`config.mk`:
```
export PLATFORM = sky130hd
export DESIGN_NAME = framebuffer_cmd_scheduler
export DESIGN_NICKNAME = d
export VERILOG_FILES = /design/src/rtl/framebuffer_sched_pkg.sv /design/src/rtl/lowest_set_index.sv /design/src/rtl/framebuffer_cmd_scheduler.sv
export SDC_FILE = /design/constraint.sdc
export NUM_CORES = 1
export LEC_CHECK = 0
export BUFFER_PORTS_ARGS = -buffer_cell sky130_fd_sc_hd__buf_2
export CAP_MARGIN = 25
export CORE_ASPECT_RATIO = 1.1
export CORE_MARGIN = 10
export CORE_UTILIZATION = 43
export DETAILED_ROUTE_END_ITERATION = 7
export GPL_ROUTABILITY_DRIVEN = 0
export PLACE_DENSITY = 0.65
export SLEW_MARGIN = 20
export SYNTH_ARGS = -nofsm -noshare
export SYNTH_HDL_FRONTEND = slang
export SYNTH_SLANG_ARGS = --single-unit
```
`constraint.sdc`:
```
create_clock -name clk -period 5.1 [get_ports clk]
set_clock_uncertainty 0.05 [all_clocks]
set_input_delay 0.51 -clock clk [delete_from_list [all_inputs] [get_ports clk]]
set_output_delay 0.51 -clock clk [all_outputs]
set_load 0.05 [all_outputs]
```
`src/rtl/framebuffer_sched_pkg.sv`:
```
// Shared constants for the framebuffer command scheduler:
// buffer indices, default buffer count and FSM state encoding.
package framebuffer_sched_pkg;

    localparam int FB_NUM_BUFFERS = 3;

    localparam int FB_COLOR   = 0;
    localparam int FB_DEPTH   = 1;
    localparam int FB_STENCIL = 2;

    localparam logic [2:0] ST_IDLE         = 3'd0;
    localparam logic [2:0] ST_COMMIT_ISSUE = 3'd1;
    localparam logic [2:0] ST_COMMIT_WAIT  = 3'd2;
    localparam logic [2:0] ST_MEMSET_ISSUE = 3'd3;
    localparam logic [2:0] ST_MEMSET_WAIT  = 3'd4;

endpackage

```
`src/rtl/lowest_set_index.sv`:
```
// Combinational priority encoder: index of the lowest set bit
// of a request vector plus a found flag.
module lowest_set_index #(
    parameter int N  = 3,
    parameter int IW = (N > 1) ? $clog2(N) : 1
) (
    input  logic [N-1:0]  i_vec,
    output logic [IW-1:0] o_idx,
    output logic          o_found
);

    always_comb begin
        o_idx   = '0;
        o_found = 1'b0;
        // Scan downwards so the lowest set bit wins.
        for (int i = N - 1; i >= 0; i--) begin
            if (i_vec[i]) begin
                o_idx   = IW'(i);
                o_found = 1'b1;
            end
        end
    end

endmodule

```
`src/rtl/framebuffer_cmd_scheduler.sv`:
```
// Sequences commit/memset commands onto framebuffer instances:
// commits one buffer at a time in index order, then parallel memsets.
module framebuffer_cmd_scheduler
    import framebuffer_sched_pkg::*;
#(
    parameter int NUM_BUFFERS    = FB_NUM_BUFFERS,
    parameter int PIXEL_WIDTH    = 16,
    parameter int TIMEOUT_CYCLES = 2 ** 20,
    parameter int IW = (NUM_BUFFERS > 1) ? $clog2(NUM_BUFFERS) : 1
) (
    input  logic                               clk,
    input  logic                               reset,
    input  logic                               s_cmd_valid,
    output logic                               s_cmd_ready,
    input  logic [NUM_BUFFERS-1:0]             s_cmd_commit,
    input  logic [NUM_BUFFERS-1:0]             s_cmd_memset,
    input  logic [NUM_BUFFERS*PIXEL_WIDTH-1:0] s_cmd_clear,
    output logic [NUM_BUFFERS-1:0]             fb_apply,
    input  logic [NUM_BUFFERS-1:0]             fb_applied,
    output logic [NUM_BUFFERS-1:0]             fb_cmd_commit,
    output logic [NUM_BUFFERS-1:0]             fb_cmd_memset,
    output logic [NUM_BUFFERS*PIXEL_WIDTH-1:0] fb_clear_color,
    output logic [IW-1:0]                      stream_sel,
    output logic                               busy,
    output logic                               done,
    output logic                               timeout_err
);

    localparam int CW = $clog2(TIMEOUT_CYCLES + 1);
    localparam logic [CW-1:0] CNT_LAST = CW'(TIMEOUT_CYCLES - 1);

    logic [2:0]             r_state;
    logic [2:0]             w_state_n;
    logic [NUM_BUFFERS-1:0] r_c;
    logic [NUM_BUFFERS-1:0] r_m;
    logic [NUM_BUFFERS-1:0] w_c_n;
    logic [NUM_BUFFERS-1:0] w_m_n;
    logic [NUM_BUFFERS-1:0] r_wait;
    logic [NUM_BUFFERS-1:0] w_onehot;
    logic [NUM_BUFFERS-1:0] w_sel_onehot;
    logic [IW-1:0]          w_idx;
    logic [CW-1:0]          r_cnt;
    logic                   w_found;
    logic                   w_accept;
    logic                   w_in_wait;
    logic                   w_wait_ok;
    logic                   w_timeout;
    logic                   w_done_n;

    assign s_cmd_ready = (r_state == ST_IDLE) & (&fb_applied) & ~reset;
    assign w_accept    = s_cmd_valid & s_cmd_ready;

    assign w_in_wait = (r_state == ST_COMMIT_WAIT) |
                       (r_state == ST_MEMSET_WAIT);

    // r_wait holds the buffers pulsed by the last issue; the first
    // wait cycle is skipped because applied only drops a cycle later.
    assign w_wait_ok = w_in_wait & (r_cnt != '0) &
                       ((fb_applied & r_wait) == r_wait);
    assign w_timeout = w_in_wait & ~w_wait_ok & (r_cnt == CNT_LAST);

    assign w_sel_onehot = NUM_BUFFERS'(1) << stream_sel;
    assign w_onehot     = NUM_BUFFERS'(1) << w_idx;

    always_comb begin
        w_c_n = r_c;
        w_m_n = r_m;
        unique case (r_state)
            ST_IDLE: begin
                if (w_accept) begin
                    w_c_n = s_cmd_commit;
                    w_m_n = s_cmd_memset;
                end
            end
            ST_COMMIT_ISSUE: begin
                w_c_n = r_c & ~w_sel_onehot;
                w_m_n = r_m & ~w_sel_onehot;
            end
            ST_MEMSET_ISSUE: begin
                w_m_n = '0;
            end
            ST_COMMIT_WAIT, ST_MEMSET_WAIT: begin
                if (w_timeout) begin
                    w_c_n = '0;
                    w_m_n = '0;
                end
            end
            default: begin
                w_c_n = '0;
                w_m_n = '0;
            end
        endcase
    end

    lowest_set_index #(
        .N  (NUM_BUFFERS),
        .IW (IW)
    ) u_lsi (
        .i_vec   (w_c_n),
        .o_idx   (w_idx),
        .o_found (w_found)
    );

    always_comb begin
        w_state_n = r_state;
        w_done_n  = 1'b0;
        unique case (r_state)
            ST_IDLE, ST_COMMIT_WAIT, ST_MEMSET_WAIT: begin
                if (w_accept | w_wait_ok) begin
                    if (w_found) begin
                        w_state_n = ST_COMMIT_ISSUE;
                    end else if (|w_m_n) begin
                        w_state_n = ST_MEMSET_ISSUE;
                    end else begin
                        w_state_n = ST_IDLE;
                        w_done_n  = 1'b1;
                    end
                end else if (w_timeout) begin
                    w_state_n = ST_IDLE;
                end
            end
            ST_COMMIT_ISSUE: w_state_n = ST_COMMIT_WAIT;
            ST_MEMSET_ISSUE: w_state_n = ST_MEMSET_WAIT;
            default:         w_state_n = ST_IDLE;
        endcase
    end

    // Issue outputs are loaded on entry so they are visible
    // during the ISSUE cycle itself.
    always_ff @(posedge clk) begin
        if (reset) begin
            r_state        <= ST_IDLE;
            r_c            <= '0;
            r_m            <= '0;
            r_wait         <= '0;
            r_cnt          <= '0;
            fb_apply       <= '0;
            fb_cmd_commit  <= '0;
            fb_cmd_memset  <= '0;
            fb_clear_color <= '0;
            stream_sel     <= '0;
            busy           <= 1'b0;
            done           <= 1'b0;
            timeout_err    <= 1'b0;
        end else begin
            r_state       <= w_state_n;
            r_c           <= w_c_n;
            r_m           <= w_m_n;
            fb_apply      <= '0;
            fb_cmd_commit <= '0;
            fb_cmd_memset <= '0;
            done          <= w_done_n;
            busy          <= (w_state_n != ST_IDLE) | w_done_n;
            r_cnt         <= w_in_wait ? r_cnt + 1'b1 : '0;
            if (w_accept) begin
                fb_clear_color <= s_cmd_clear;
            end
            if (w_timeout) begin
                timeout_err <= 1'b1;
            end
            if (w_state_n == ST_COMMIT_ISSUE) begin
                fb_apply      <= w_onehot;
                fb_cmd_commit <= w_onehot;
                fb_cmd_memset <= w_onehot & w_m_n;
                stream_sel    <= w_idx;
                r_wait        <= w_onehot;
            end
            if (w_state_n == ST_MEMSET_ISSUE) begin
                fb_apply      <= w_m_n;
                fb_cmd_memset <= w_m_n;
                r_wait        <= w_m_n;
            end
        end
    end

endmodule

```
Word level (Yosys, flattened, before mapping)
Index checks and enable logic that the tools add are counted.

storage, ports and cells
  register bits after elaboration = 95
  bits of input ports = 60
  output and inout bits = 63
  word-level logic and storage cells = 78

operators by class
  add/subtract/negate cells = 1
  equality and inequality tests = 8
  shift-type cells = 2
  muxes and demuxes = 27
  bitwise logic cells = 18
  reduce and logical (&&, ||, !) cells = 9

operators with widths
  operator                 count
  $mux W3                  12
  $add A21 B1 Y21 const B  1
  $eq A21 B20 Y1 const B   1
  $reduce_bool A21 Y1      1
  $pmux W3 S3              2
  $and A3 B3 Y3            4
  $pmux W3 S4              1
  $mux W2                  5
  $eq A3 B2 Y1 const B     3
  $and A1 B1 Y1            7
  $mux W1                  7
  $eq A3 B1 Y1 const B     2
  $reduce_or A3 Y1         2
  $shl A1 B2 Y3 const A    2
  $reduce_or A2 Y1         2
  $eq A3 B3 Y1             1
  $eq A3 B3 Y1 const B     1
  $logic_not A3 Y1         1
  $not A1 Y1               3
  $not A3 Y3               1
  $or A1 B1 Y1             3
  $reduce_and A3 Y1        1
  $reduce_bool A3 Y1       1
  $reduce_bool A2 Y1       1

Logic depth before layout (Yosys ltp)
Gate-level depths: netlist (run 1).

  depth in word-level cells = 18
  depth in mapped cells = 11
  mapped depth without buffers = 10

Cells and area by module
From an unflattened synthesis (run 1), not the netlist that was laid out.

second synthesis, totals
  cells, all modules = 479
  area, all modules = 3,901.2 um^2

by module, submodules not included
  module                     instances  cells an instance  area an instance (um^2)  seq. area each (um^2)
  framebuffer_cmd_scheduler  1          476                3,881.2                  1,901.8
  lowest_set_index           1          3                  20.0                     0.0

Worst setup path after synthesis (run 1)
No wires, ideal clock.

  kind = input-to-reg
  from = input reset
  to = register r_wait[0]
  library setup time = 71 ps
  data arrival time = 2,444 ps
  required time = 4,979 ps
  setup slack = 2,536 ps
  stages = 10
  path buffers = 3
  cell sequence = and4b_1 clkbuf_1 and4_1 clkbuf_1 a21oi_1 o2111a_1 or4_4 buf_6 o21ai_4 o21bai_1

between the ends
  cells in the longest elaborated chain, start to end = 13
  elaborated cells between the ends (all ways) = 25
  those cells by class = eq/ne: 2; shift: 1; mux: 16; bitwise: 4; reduce/logical: 2

ends and longest elaborated chain
  what                                           RTL line                                                            source
  start: declaration                             framebuffer_cmd_scheduler.sv:12                                     input logic reset,
  $not A1 Y1                                     framebuffer_cmd_scheduler.sv:50                                     assign s_cmd_ready = (r_state == ST_IDLE) & (&fb_applied) & ~reset;
  $and A1 B1 Y1                                  framebuffer_cmd_scheduler.sv:50
  $and A1 B1 Y1                                  framebuffer_cmd_scheduler.sv:51                                     assign w_accept = s_cmd_valid & s_cmd_ready;
  $mux W3                                        framebuffer_cmd_scheduler.sv:70                                     if (w_accept) begin
  $pmux W3 S4                                    framebuffer_cmd_scheduler.sv:68                                     unique case (r_state)
  $mux W1 (3 in series)                          lowest_set_index.sv:17                                              if (i_vec[i]) begin
  $mux W2                                        framebuffer_cmd_scheduler.sv:110                                    if (w_found) begin
  $mux W3                                        framebuffer_cmd_scheduler.sv:109                                    if (w_accept | w_wait_ok) begin
  $pmux W3 S3                                    framebuffer_cmd_scheduler.sv:107                                    unique case (r_state)
  $eq A3 B2 Y1 or $eq A3 B1 Y1 (tied branches)   framebuffer_cmd_scheduler.sv:168, framebuffer_cmd_scheduler.sv:161
  $mux W3 or $reduce_bool A2 Y1 (tied branches)  --
  end signal: assignment                         framebuffer_cmd_scheduler.sv:166                                    r_wait <= w_onehot;
  end signal: assignment                         framebuffer_cmd_scheduler.sv:171                                    r_wait <= w_m_n;
  end: declaration                               framebuffer_cmd_scheduler.sv:38                                     logic [NUM_BUFFERS-1:0] r_wait;

Parallel ways exist; a longest one is shown, timed or not. The select of a mux whose other input is x is not followed.
A chain may end at the register's enable or synchronous reset.

Final worst setup path (run 1)
  from = register r_state[0]
  to = register r_wait[2]

between the ends
  cells in the longest elaborated chain, start to end = 17
  elaborated cells between the ends (all ways) = 41
  those cells by class = eq/ne: 6; shift: 1; mux: 19; bitwise: 10; reduce/logical: 5

ends and longest elaborated chain
  what                                           RTL line                                                            source
  start: declaration                             framebuffer_cmd_scheduler.sv:32                                     logic [2:0] r_state;
  start signal: assignment                       framebuffer_cmd_scheduler.sv:146                                    r_state <= w_state_n;
  $eq A3 B2 Y1 or $eq A3 B3 Y1 (tied branches)   --
  $or A1 B1 Y1                                   framebuffer_cmd_scheduler.sv:53                                     assign w_in_wait = (r_state == ST_COMMIT_WAIT) |
  $and A1 B1 Y1 (2 in series)                    framebuffer_cmd_scheduler.sv:58                                     assign w_wait_ok = w_in_wait & (r_cnt != '0) &
  $not A1 Y1                                     framebuffer_cmd_scheduler.sv:60                                     assign w_timeout = w_in_wait & ~w_wait_ok & (r_cnt == CNT_LAST);
  $and A1 B1 Y1 (2 in series)                    framebuffer_cmd_scheduler.sv:60
  $mux W3                                        framebuffer_cmd_scheduler.sv:83                                     if (w_timeout) begin
  $pmux W3 S4                                    framebuffer_cmd_scheduler.sv:68
  $mux W1 (3 in series)                          lowest_set_index.sv:17
  $mux W2                                        framebuffer_cmd_scheduler.sv:110
  $mux W3                                        framebuffer_cmd_scheduler.sv:109
  $pmux W3 S3                                    framebuffer_cmd_scheduler.sv:107
  $eq A3 B2 Y1 or $eq A3 B1 Y1 (tied branches)   framebuffer_cmd_scheduler.sv:168, framebuffer_cmd_scheduler.sv:161
  $mux W3 or $reduce_bool A2 Y1 (tied branches)  --

Parallel ways exist; a longest one is shown, timed or not. The select of a mux whose other input is x is not followed.

==> key figures, run 1 <==
STA
  • Setup violators final: 0
  • Fin crit share: 59.5%
  • Pins Over Slew Limit: 0
  • Slew @ Worst Pin: 0.732 ns
  • Hold Violations, Final: 0
  • Worst setup margin: 2.07 ns
  • Max-slew headroom: 51.2%
  • RSZ-0062 raised after global routing: no
  • Setup TNS: 0 ns
  • Max frequency: 0.330 GHz
  • Worst hold slack: 0.335 ns
  • Final Critical Period: 3.03 ns

Setup path
  • Buffers & Inverters on Critical Path: 1
  • Kind of end point of the critical path: flip-flop
  • Crit Path Category: reg -> reg
  • Biggest cell delay along the critical path: 0.45 ns
  • R2R Setup Slk: 2.07 ns
  • R2R Path Start: r_state[0]
  • WP data required: 5.33 ns
  • Crit-path max FO: 51
  • WP data arrival: 3.26 ns
  • Cell at the slowest stage of the critical path: dfxtp_1
  • Critical Path, Cell by Cell: nor2_1 -> and4_1 -> buf_4 -> o21ai_0 -> a21oi_1 -> o2111a_1 -> nor3b_1 -> o21bai_1 -> o221ai_1
  • Startpoint Class: flip-flop
  • Worst Setup SP: r_state[0]
  • Critical path's top delay family: compound AO/OA/AOI/OAI gates

Floorplanning
  • Chip Height: 121 µm
  • Initial core utilization: 44.4%
  • IO Pins: 123
  • Die area: 13500 µm²
  • Die Wd: 112 µm
  • FP Rows: 36
  • Core box area: 8960 µm²

Clock tree
  • Resized Gates After CTS: 0
  • Postcts setup bufs: 0
  • Worst-skew pair later-pin latency: 0.36 ns
  • CTS H-tree lvls: 3
  • CTS tree: yes
  • Root buffer cell: clkbuf_8
  • Reg clk slew, reported paths: 0.09 ns
  • Clock sink count: 95
  • CTS Buf Count: 9
  • CTS Hold Bufs: 0
  • CTS Buffer Depth: 2

Final layout
  • Area growth syn-to-layout: 21.9%
  • Max reg flops: 48
  • Largest registers: fb_clear_color: 48 flops, r_cnt: 21 flops
  • Share of post-route cells with drive strength above 1: 25.4%
  • Filler cells: 853
  • Largest Register: fb_clear_color
  • Nets: 654

Synth
  • Post-synthesis net count: 543
  • Yosys warnings: 0
  • Post-synthesis register bit count: 95
  • Avg Cell Area, Syn: 8.28 µm²
  • Asr flop ratio synth: 0%
  • Syn Inst Count: 481
  • Cell Area, Synth: 3980 µm²
  • Ys flop type: dfxtp_1
  • Synth cell types: 65
  • Post-synth EDFFs: 0
  • Sequential-to-total area share from yosys stat: 47.7%

Drt
  • Post-detailed-route via-to-cell ratio: 5.15
  • Drt wl/cell: 14.7 µm
  • Routed Antenna Nets: 0
  • Final wirelength: 10500 µm
  • Vias after detailed routing: 3655
  • Iteration-0 DRC count of the detailed router: 220
  • DR pass1 iterations: 4
  • DRC: 0

Min path
  • Hold path start: s_cmd_clear[23]
  • Hold/Removal Path Class: in -> reg

GRT
  • GRT Total Usage: 15.2%
  • Global-route wire length before repair: 17400 µm
  • Largest net degree at the start of global routing: 67
  • Vias in the first global route: 3707
  • Initial antenna violation count: 2
  • GRT overflow: 0

Placed design
  • # port buffers: 122
  • DP Wirelength: 7700 µm
  • Pre-CTS setup slack: 1.99 ns

Job
  • Max-cap check violation count: 0

Power and ir drop
  • LEAKAGE: 2.02 nW
  • PD cells: 277 nW/µm²
  • Maximum VDD drop: 0.152 mV

Run status
  • Status: completed
==> Yosys cell counts, types with 2 or more instances <==
master	n	share of area, %
a211o_1	2	0.44
a21o_1	3	0.57
a21oi_1	56	7.0
a221o_1	2	0.50
a31oi_1	3	0.47
a41oi_1	2	0.44
and2_1	2	0.31
and3_1	5	0.79
and4_1	2	0.44
buf_1	2	0.19
clkbuf_1	20	1.9
dfxtp_1	95	48
ha_1	2	0.63
inv_1	19	1.8
nand2_1	107	10
nand2b_1	6	0.94
nand3_1	12	1.5
nand4_1	5	0.79
nor2_1	38	3.6
nor2b_1	4	0.63
nor3_1	9	1.1
nor4_1	5	0.79
o21ai_0	14	1.8
o21bai_1	4	0.75
or3_1	7	1.1
xnor2_1	10	2.2
xor2_1	7	1.5
==> kinds of logic (layout without fill, tap and decap cells) <==
group	Yosys count	count (layout)	synth area share, %
AND/OR/NAND/NOR	215	215	25.5
other	0	1	0
adder cells (fa/ha/maj)	3	3	0.879
flip-flops	95	95	47.7
AO/OA/AOI/OAI	106	106	17.6
buffers and inverters	45	159	4.55
XOR/XNOR	17	17	3.74
==> cells in the final DEF, fill, tap and decap left out, drive strengths merged, types with 2 or more instances in the layout <==
cell	instances
buf	125
nand2	107
dfxtp	95
a21oi	56
nor2	39
inv	20
o21ai	16
nand3	12
xnor2	10
clkbuf	10
nor3	9
or3	7
xor2	7
nand2b	7
nor4	6
nand4	6
and3	5
o21bai	5
nor2b	4
a31oi	4
a21o	3
and4	2
a211o	2
a41oi	2
a221o	2
and2	2
ha	2
bufinv	2
or2	2
o31ai	2
or4	2
==> layer usage <==
layer,part of all wire (%),track usage (%),wire (µm)
met2,44,23.1,4610
met4,1.4,5.31,150
met5,0.12,0,13
met1,44,17.9,4580
met3,11,7.81,1110
==> path summary, 6_finish.rpt <==
path / endpoint / depth (start not counted)
setup reg to reg: r_wait[2] / 9
hold reg to reg: fb_clear_color[21] / 2
hold / removal: fb_clear_color[23] / 3
setup / recovery: r_wait[2] / 9
==> where the power goes <==
part	total, mW	internal (mW)	leakage [nW]	switching [mW]
sequential	0.750	0.747	0.766	0.00306
clock	0.512	0.270	0.0982	0.242
combinational	0.0847	0.0302	1.16	0.0545
total	1.35	1.05	2.02	0.299
==> cell type report <==
type                    instances  area [µm²]  area share (%)
diodes                          1        2.50          0.0515
clock buffers                  10         128            2.63
clock inverters                 4        72.6            1.49
inverters                      20        75.1            1.55
multi-input cells             341        1900            39.1
flip-flops and latches         95        1900            39.2
well taps                     114         143            2.94
repair buffers                125         633            13.0
==> metrics by stage <==
step | total power, mW | utilization, % | cell area [µm²] | std cells
final | 1.35 | 54.2 | 4860 | 710
after global routing | 1.40 | 54.1 | 4850 | 709
after CTS | 1.36 | 54.1 | 4850 | 709
after detailed placement | 0.852 | 51.9 | 4650 | 695
after global placement | 0.851 | 51.9 | 4650 | 695
after floorplan | 0.815 | - | 3980 | 481
==> worst register-to-register path, stage by stage (launching register included) <==
cell and delay, ns:
dfxtp_1 0.45, nor2_1 0.39, and4_1 0.25, buf_4 0.42, o21ai_0 0.19, a21oi_1 0.22
o2111a_1 0.26, nor3b_1 0.36, o21bai_1 0.17, o221ai_1 0.19
No activity file was read; power rests on OpenSTA's default activity.
==> inputs of run 2 (changes only) <==
--- a/config.mk
+++ b/config.mk
@@ -5,6 +5,7 @@
 export SDC_FILE = /design/constraint.sdc
 export NUM_CORES = 1
 export LEC_CHECK = 0
+export ABC_AREA = 1
 export BUFFER_PORTS_ARGS = -buffer_cell sky130_fd_sc_hd__buf_2
 export CAP_MARGIN = 25
 export CORE_ASPECT_RATIO = 1.1
==> constraint.sdc (replaced) <==
create_clock -name clk -period 2.8 [get_ports clk]
set_clock_uncertainty 0.05 [all_clocks]
set_input_delay 0.28 -clock clk [delete_from_list [all_inputs] [get_ports clk]]
set_output_delay 0.28 -clock clk [all_outputs]
set_load 0.05 [all_outputs]
==> run 2 against run 1 <==
- total power rose by 78%
- critical path depth is 7 higher
- worst hold slack got worse by 0.24 ns
- cell count grew 12%
- design area is 2.6% higher
- synthesized cell count increased by 16%
- first-iteration DRC count grew 7.7%
- largest cell class unchanged
- largest power group unchanged
- highest routed layer is now met4
==> key figures, run 2 <==
GRT
  • GRT overflow: 0
  • GRT Total Usage: 15.6%
  • Global-route wire length before repair: 18000 µm
  • Initial antenna violation count: 0
  • Largest net degree at the start of global routing: 65
  • Vias in the first global route: 3734

Drt
  • Top Metal Used: met4
  • Met1 Wirelength: 4640 µm
  • Drt wl/cell: 14.0 µm
  • Vias after detailed routing: 3904
  • Routed Antenna Nets: 0
  • Met3 WL: 714 µm
  • Post-detailed-route via-to-cell ratio: 4.89
  • WL met2: 5610 µm
  • Iteration-0 DRC count of the detailed router: 237
  • DR pass1 iterations: 5
  • DRC: 0
  • Final wirelength: 11200 µm

STA
  • Pins Over Slew Limit: 0
  • Slew @ Worst Pin: 0.720 ns
  • Setup violators final: 0
  • Final Critical Period: 2.57 ns
  • Setup TNS: 0 ns
  • Fin crit share: 91.8%
  • Max-slew headroom: 52.0%
  • Worst hold slack: 0.0958 ns
  • Max frequency: 0.389 GHz
  • Hold Violations, Final: 0

Synth
  • Post-synthesis net count: 619
  • Asr flop ratio synth: 0%
  • Post-synthesis register bit count: 95
  • Synth top cells by count: 170 x nand2_1, 95 x dfxtp_1, 68 x a21oi_1
  • Cell Area, Synth: 4050 µm²
  • Synth area leaders: dfxtp_1 47%, nand2_1 16%, a21oi_1 8.4%
  • Syn Inst Count: 557
  • Post-synth EDFFs: 0
  • Sequential-to-total area share from yosys stat: 46.9%
  • Synth cell types: 38
  • Ys flop type: dfxtp_1
  • Post-synth top area share: 46.9%
  • Avg Cell Area, Syn: 7.28 µm²
  • Top-count cell post-synth: nand2_1
  • Post-synth top area cell: dfxtp_1
  • Yosys warnings: 0

Power and ir drop
  • Clock power share: 36.5%
  • Maximum VDD drop: 0.304 mV
  • PD cells: 481 nW/µm²
  • Seq pwr share: 57.1%
  • Switching share of power: 26.0%
  • Logic gate share of total power: 6.4%
  • Switching pwr: 0.624 mW
  • LEAKAGE: 2.26 nW
  • Internal cell power: 1.77 mW

Setup path
  • R2R Setup Slk: 0.23 ns
  • WP data arrival: 2.75 ns
  • R2R depth: 16
  • Kind of end point of the critical path: flip-flop
  • Worst r2r dst: stream_sel[1]
  • R2R Path Start: r_cnt[0]
  • WP data required: 2.98 ns
  • CP Capture Point: stream_sel[1]
  • Crit Path Category: reg -> reg
  • Crit-path max FO: 6
  • Startpoint Class: flip-flop
  • Worst Setup SP: r_cnt[0]

Final layout
  • Most common cell after layout, fill and taps aside: nand2_1
  • Nets: 738
  • Multi-input logic area: 1880 µm²
  • Storage element area: 1900 µm²
  • Area growth syn-to-layout: 22.8%
  • Inserted Diodes: 0
  • Largest registers: fb_clear_color: 48 flops, r_cnt: 21 flops
  • Largest Register: fb_clear_color
  • Max reg flops: 48
  • Share of post-route cells with drive strength above 1: 27.6%
  • Filler cells: 921
  • Most frequent cells in the layout: 170 x nand2_1, 122 x buf_2, 95 x dfxtp_1, 68 x a21oi_1, 51 x nor2_1

Clock tree
  • Resized Gates After CTS: 0
  • CTS Hold Bufs: 0
  • CTS Buffer Depth: 2
  • Clock sink count: 95
  • CTS Buf Count: 9
  • Worst-skew pair later-pin latency: 0.36 ns
  • Reg clk slew, reported paths: 0.10 ns
  • CTS tree: yes
  • Postcts setup bufs: 0
  • Root buffer cell: clkbuf_8
  • CTS H-tree lvls: 3

Placed design
  • DP Wirelength: 8350 µm
  • # port buffers: 122

Min path
  • Hold/Removal Path Class: in -> reg

Job
  • Max-cap check violation count: 0

Floorplanning
  • Core box area: 9260 µm²
  • Initial core utilization: 43.8%
  • IO Pins: 123
  • Die area: 13700 µm²
  • FP Rows: 37
  • Die Wd: 113 µm
  • Chip Height: 122 µm

Run status
  • Status: completed
## run 2: cell count changes after synthesis, sizes merged, moves of 10 or more
cell / change
nor2: +21
nand2: +71
nand3: +14
xnor2: -10
inv: +35
clkbuf: -10
a21oi: +17
## run 2: metal layers
layer	vias up	global-route usage (%)
met5	-	0
met4	0	4.60
met3	18	4.97
met2	112	27.6
met1	1767	17.6
li1	2007	-
## run 2: cells by family (layout without fill, tap and decap cells)
| family | count (synthesis) | after routing | share of synthesized area, % |
|---|---|---|---|
| flip-flops | 95 | 95 | 46.9 |
| buffers and inverters | 76 | 200 | 7.69 |
| AO/OA/AOI/OAI | 96 | 96 | 13.0 |
| adder cells (fa/ha/maj) | 2 | 2 | 0.617 |
| AND/OR/NAND/NOR | 288 | 288 | 31.8 |
## run 2: how the worst min path moves through the flow
stage / startpoint / to / depth (start not counted)
2_1_floorplan: r_cnt[0] / r_cnt[0] / 1
3_3_place_gp: r_cnt[0] / r_cnt[0] / 1
3_5_place_dp: r_cnt[0] / r_cnt[0] / 1
4_1_cts: s_cmd_clear[19] / fb_clear_color[19] / 3
5_1_grt: s_cmd_clear[41] / fb_clear_color[41] / 3
6_report: s_cmd_clear[19] / fb_clear_color[19] / 3
## run 2: power groups by stage
stage	logic [mW]	clock network, mW	registers [mW]
3_3_place_gp	0.153	0	1.40
5_1_grt	0.169	0.946	1.37
3_5_place_dp	0.153	0	1.40
6_report	0.154	0.874	1.37
4_1_cts	0.154	0.887	1.37
2_1_floorplan	0.0552	0	1.43
## run 2: through the flow
stage               instances  utilization (%)  instance area (µm²)  setup WS [ns]  power (mW)
floorplan                 557                -                 4050          0.594        1.49
global placement          782             51.4                 4760          0.290        1.55
detailed placement        782             51.4                 4760          0.200        1.55
CTS                       798             53.4                 4940          0.179        2.41
global route              798             53.8                 4980       -0.00486        2.48
finish                    798             53.8                 4980          0.228        2.40
## run 2: cell type report
class                   instances  area share [%]
well taps                     117            2.94
clock inverters                 6            1.03
clock buffers                  10            2.76
flip-flops and latches         95            38.2
inverters                      57            4.40
repair buffers                127            13.0
multi-input cells             386            37.7
## run 2: worst max-delay path, stage by stage, from the launching register on
cell	delay [ns]
dfxtp_1	0.36
ha_1	0.18
nand2_1	0.12
nor2_4	0.13
nand2_2	0.13
inv_2	0.10
nand2_2	0.09
nor2_4	0.12
nand3_4	0.12
nand3_1	0.15
nand3_4	0.14
nor2_4	0.16
nand2_2	0.08
o21bai_2	0.18
nand2_1	0.14
nand4_2	0.13
o21ai_1	0.07
==> inputs of run 3 (changes only) <==
--- a/config.mk
+++ b/config.mk
@@ -14,6 +14,7 @@
 export DETAILED_ROUTE_END_ITERATION = 7
 export GPL_ROUTABILITY_DRIVEN = 0
 export PLACE_DENSITY = 0.65
+export REMOVE_ABC_BUFFERS = 1
 export SLEW_MARGIN = 20
 export SYNTH_ARGS = -nofsm -noshare
 export SYNTH_HDL_FRONTEND = slang
==> run 3 against run 2 <==
- worst hold slack lost 0.0037 ns
- count of clock-buffer cells in the layout is the same
- cell count is the same
- global-route usage shrank 0.45 points
- register-to-register slack gained 0.08 ns
- critical path depth shrank 1
- design area shrank 0.98%
- routed wire length shrank 1.0%
- largest power group unchanged
- worst setup slack gained 0.078 ns
- critical path type unchanged
- sequential share of layout area grew 0.38 points
==> key figures, run 3 (synthesis results as in run 2) <==
Drt
  • Vias after detailed routing: 3914
  • Routed Antenna Nets: 0
  • Iteration-0 DRC count of the detailed router: 293
  • DR pass1 iterations: 5
  • Drt wl/cell: 13.9 µm
  • Post-detailed-route via-to-cell ratio: 4.90
  • Final wirelength: 11100 µm
  • DRC: 0

STA
  • Worst hold slack: 0.0920 ns
  • Max-slew headroom: 54.9%
  • Setup violators final: 0
  • RSZ-0062 raised after global routing: no
  • Max frequency: 0.401 GHz
  • Fin crit share: 89.1%
  • Pins Over Slew Limit: 0
  • Slew @ Worst Pin: 0.677 ns
  • Hold Violations, Final: 0
  • Final Critical Period: 2.49 ns

Power and ir drop
  • Maximum VDD drop: 0.211 mV
  • Final Power: 2.36 mW
  • LEAKAGE: 2.24 nW
  • PD cells: 479 nW/µm²

Clock tree
  • CTS tree: yes
  • CTS Buf Count: 9
  • Worst-skew pair later-pin latency: 0.36 ns
  • Postcts setup bufs: 0
  • Root buffer cell: clkbuf_8
  • CTS H-tree lvls: 3
  • Reg clk slew, reported paths: 0.10 ns
  • CTS Buffer Depth: 2
  • CTS Hold Bufs: 0
  • Clock sink count: 95

Final layout
  • Most frequent cells in the layout: 170 x nand2_1, 122 x buf_2, 95 x dfxtp_1, 68 x a21oi_1, 52 x nor2_1
  • Share of post-route cells with drive strength above 1: 27.1%
  • Layout Cells excl Fill: 798
  • Max reg flops: 48
  • Nets: 737
  • Filler cells: 933
  • Largest registers: fb_clear_color: 48 flops, r_cnt: 21 flops
  • Storage element area: 1900 µm²
  • Multi-input logic area: 1840 µm²
  • Largest Register: fb_clear_color
  • Most common cell after layout, fill and taps aside: nand2_1
  • Area growth syn-to-layout: 21.6%

GRT
  • Global-route wire length before repair: 17400 µm
  • Initial antenna violation count: 1
  • Vias in the first global route: 3622
  • Largest net degree at the start of global routing: 65
  • GRT Total Usage: 15.2%
  • GRT overflow: 0

Placed design
  • Inst Count DP: 781
  • # port buffers: 122
  • DP Wirelength: 8350 µm

Floorplanning
  • Die Wd: 113 µm
  • Core box area: 9260 µm²
  • IO Pins: 123
  • Initial core utilization: 43.8%
  • FP Rows: 37
  • Die area: 13700 µm²
  • Chip Height: 122 µm

Setup path
  • WP data arrival: 2.75 ns
  • R2R Path Start: r_cnt[0]
  • Crit Path Category: reg -> reg
  • Startpoint Class: flip-flop
  • Crit-path max FO: 6
  • WP data required: 3.06 ns
  • R2R depth: 15
  • R2R Setup Slk: 0.31 ns
  • Worst r2r dst: stream_sel[0]
  • Kind of end point of the critical path: flip-flop

Min path
  • Hold/Removal Path Class: in -> reg
  • Worst hold endpoint: fb_clear_color[25]
  • Hold path start: s_cmd_clear[25]
  • Hold path depth: 3

Job
  • Max-cap check violation count: 0

Run status
  • Status: completed
==> run 3: changes by cell type in the layout (fill, tap and decap cells not counted), sizes merged <==
cell	delta
inv	+1
diode	+1
buf	-1
clkinv	-1
==> run 3: how the worst max path moves through the flow <==
stage          startpoint             to  slack (ns)  depth (start not counted)
6_report         r_cnt[0]  stream_sel[0]        0.31                         15
3_5_place_dp     r_cnt[0]  stream_sel[1]        0.26                         15
3_3_place_gp     r_cnt[0]  stream_sel[1]        0.34                         13
2_1_floorplan  r_state[0]  stream_sel[0]       -0.03                         13
5_1_grt          r_cnt[0]      r_wait[2]        0.04                         15
4_1_cts          r_cnt[0]  stream_sel[1]        0.23                         15
==> run 3: per-stage QoR <==
| step | instance area [µm²] | setup slack [ns] | TNS [ns] | utilization, % |
|---|---|---|---|---|
| 3_5_place_dp | 4750 | 0.256 | 0 | 51.3 |
| 3_3_place_gp | 4750 | 0.336 | 0 | 51.3 |
| 5_1_grt | 4930 | 0.0360 | 0 | 53.3 |
| 4_1_cts | 4930 | 0.233 | 0 | 53.2 |
| 2_1_floorplan | 3960 | -0.0328 | -0.180 | - |
| 6_report | 4930 | 0.306 | 0 | 53.3 |
==> run 3: final cells by class <==
| type | instances | share of cell area, % |
|---|---|---|
| well taps | 117 | 2.97 |
| multi-input cells | 386 | 37.4 |
| clock buffers | 10 | 2.59 |
| flip-flops and latches | 95 | 38.6 |
| inverters | 57 | 4.44 |
| repair buffers | 126 | 13.0 |
| clock inverters | 6 | 1.04 |
| diodes | 1 | 0.0507 |
==> run 3: power by group <==
group | switching (mW) | internal, mW | total (mW)
clock | 0.505 | 0.336 | 0.841
combinational | 0.100 | 0.0518 | 0.152
sequential | 0.00557 | 1.36 | 1.37
total | 0.611 | 1.75 | 2.36
==> run 3: critical path: stages, from the launching register on <==
cell      delay (ns)
dfxtp_1         0.36
ha_1            0.17
nand2_1         0.09
nor2_2          0.15
nand2_2         0.13
nor2_2          0.18
nand4_1         0.14
o21ai_1         0.20
nand2_1         0.07
nand2_1         0.12
nand3_2         0.13
nand2_1         0.10
o21bai_2        0.07
a21oi_2         0.22
nand4_1         0.16
nand2_1         0.08
==> run 3: what timing repair did <==
item / 4_1_cts / 5_1_grt
resized for setup: 0 / 1
endpoints found under the hold margin: 0 / 0
setup endpoints to repair: 0 / 6
==> run 3: routing by layer <==
layer  global-route usage (%)  wire length (µm)  vias up
met2                     26.2              5540      118
li1                         -                 -     2000
met4                     6.83               295        0
met5                        0                 0        -
met1                     17.4              4520     1774
met3                     3.74               697       22
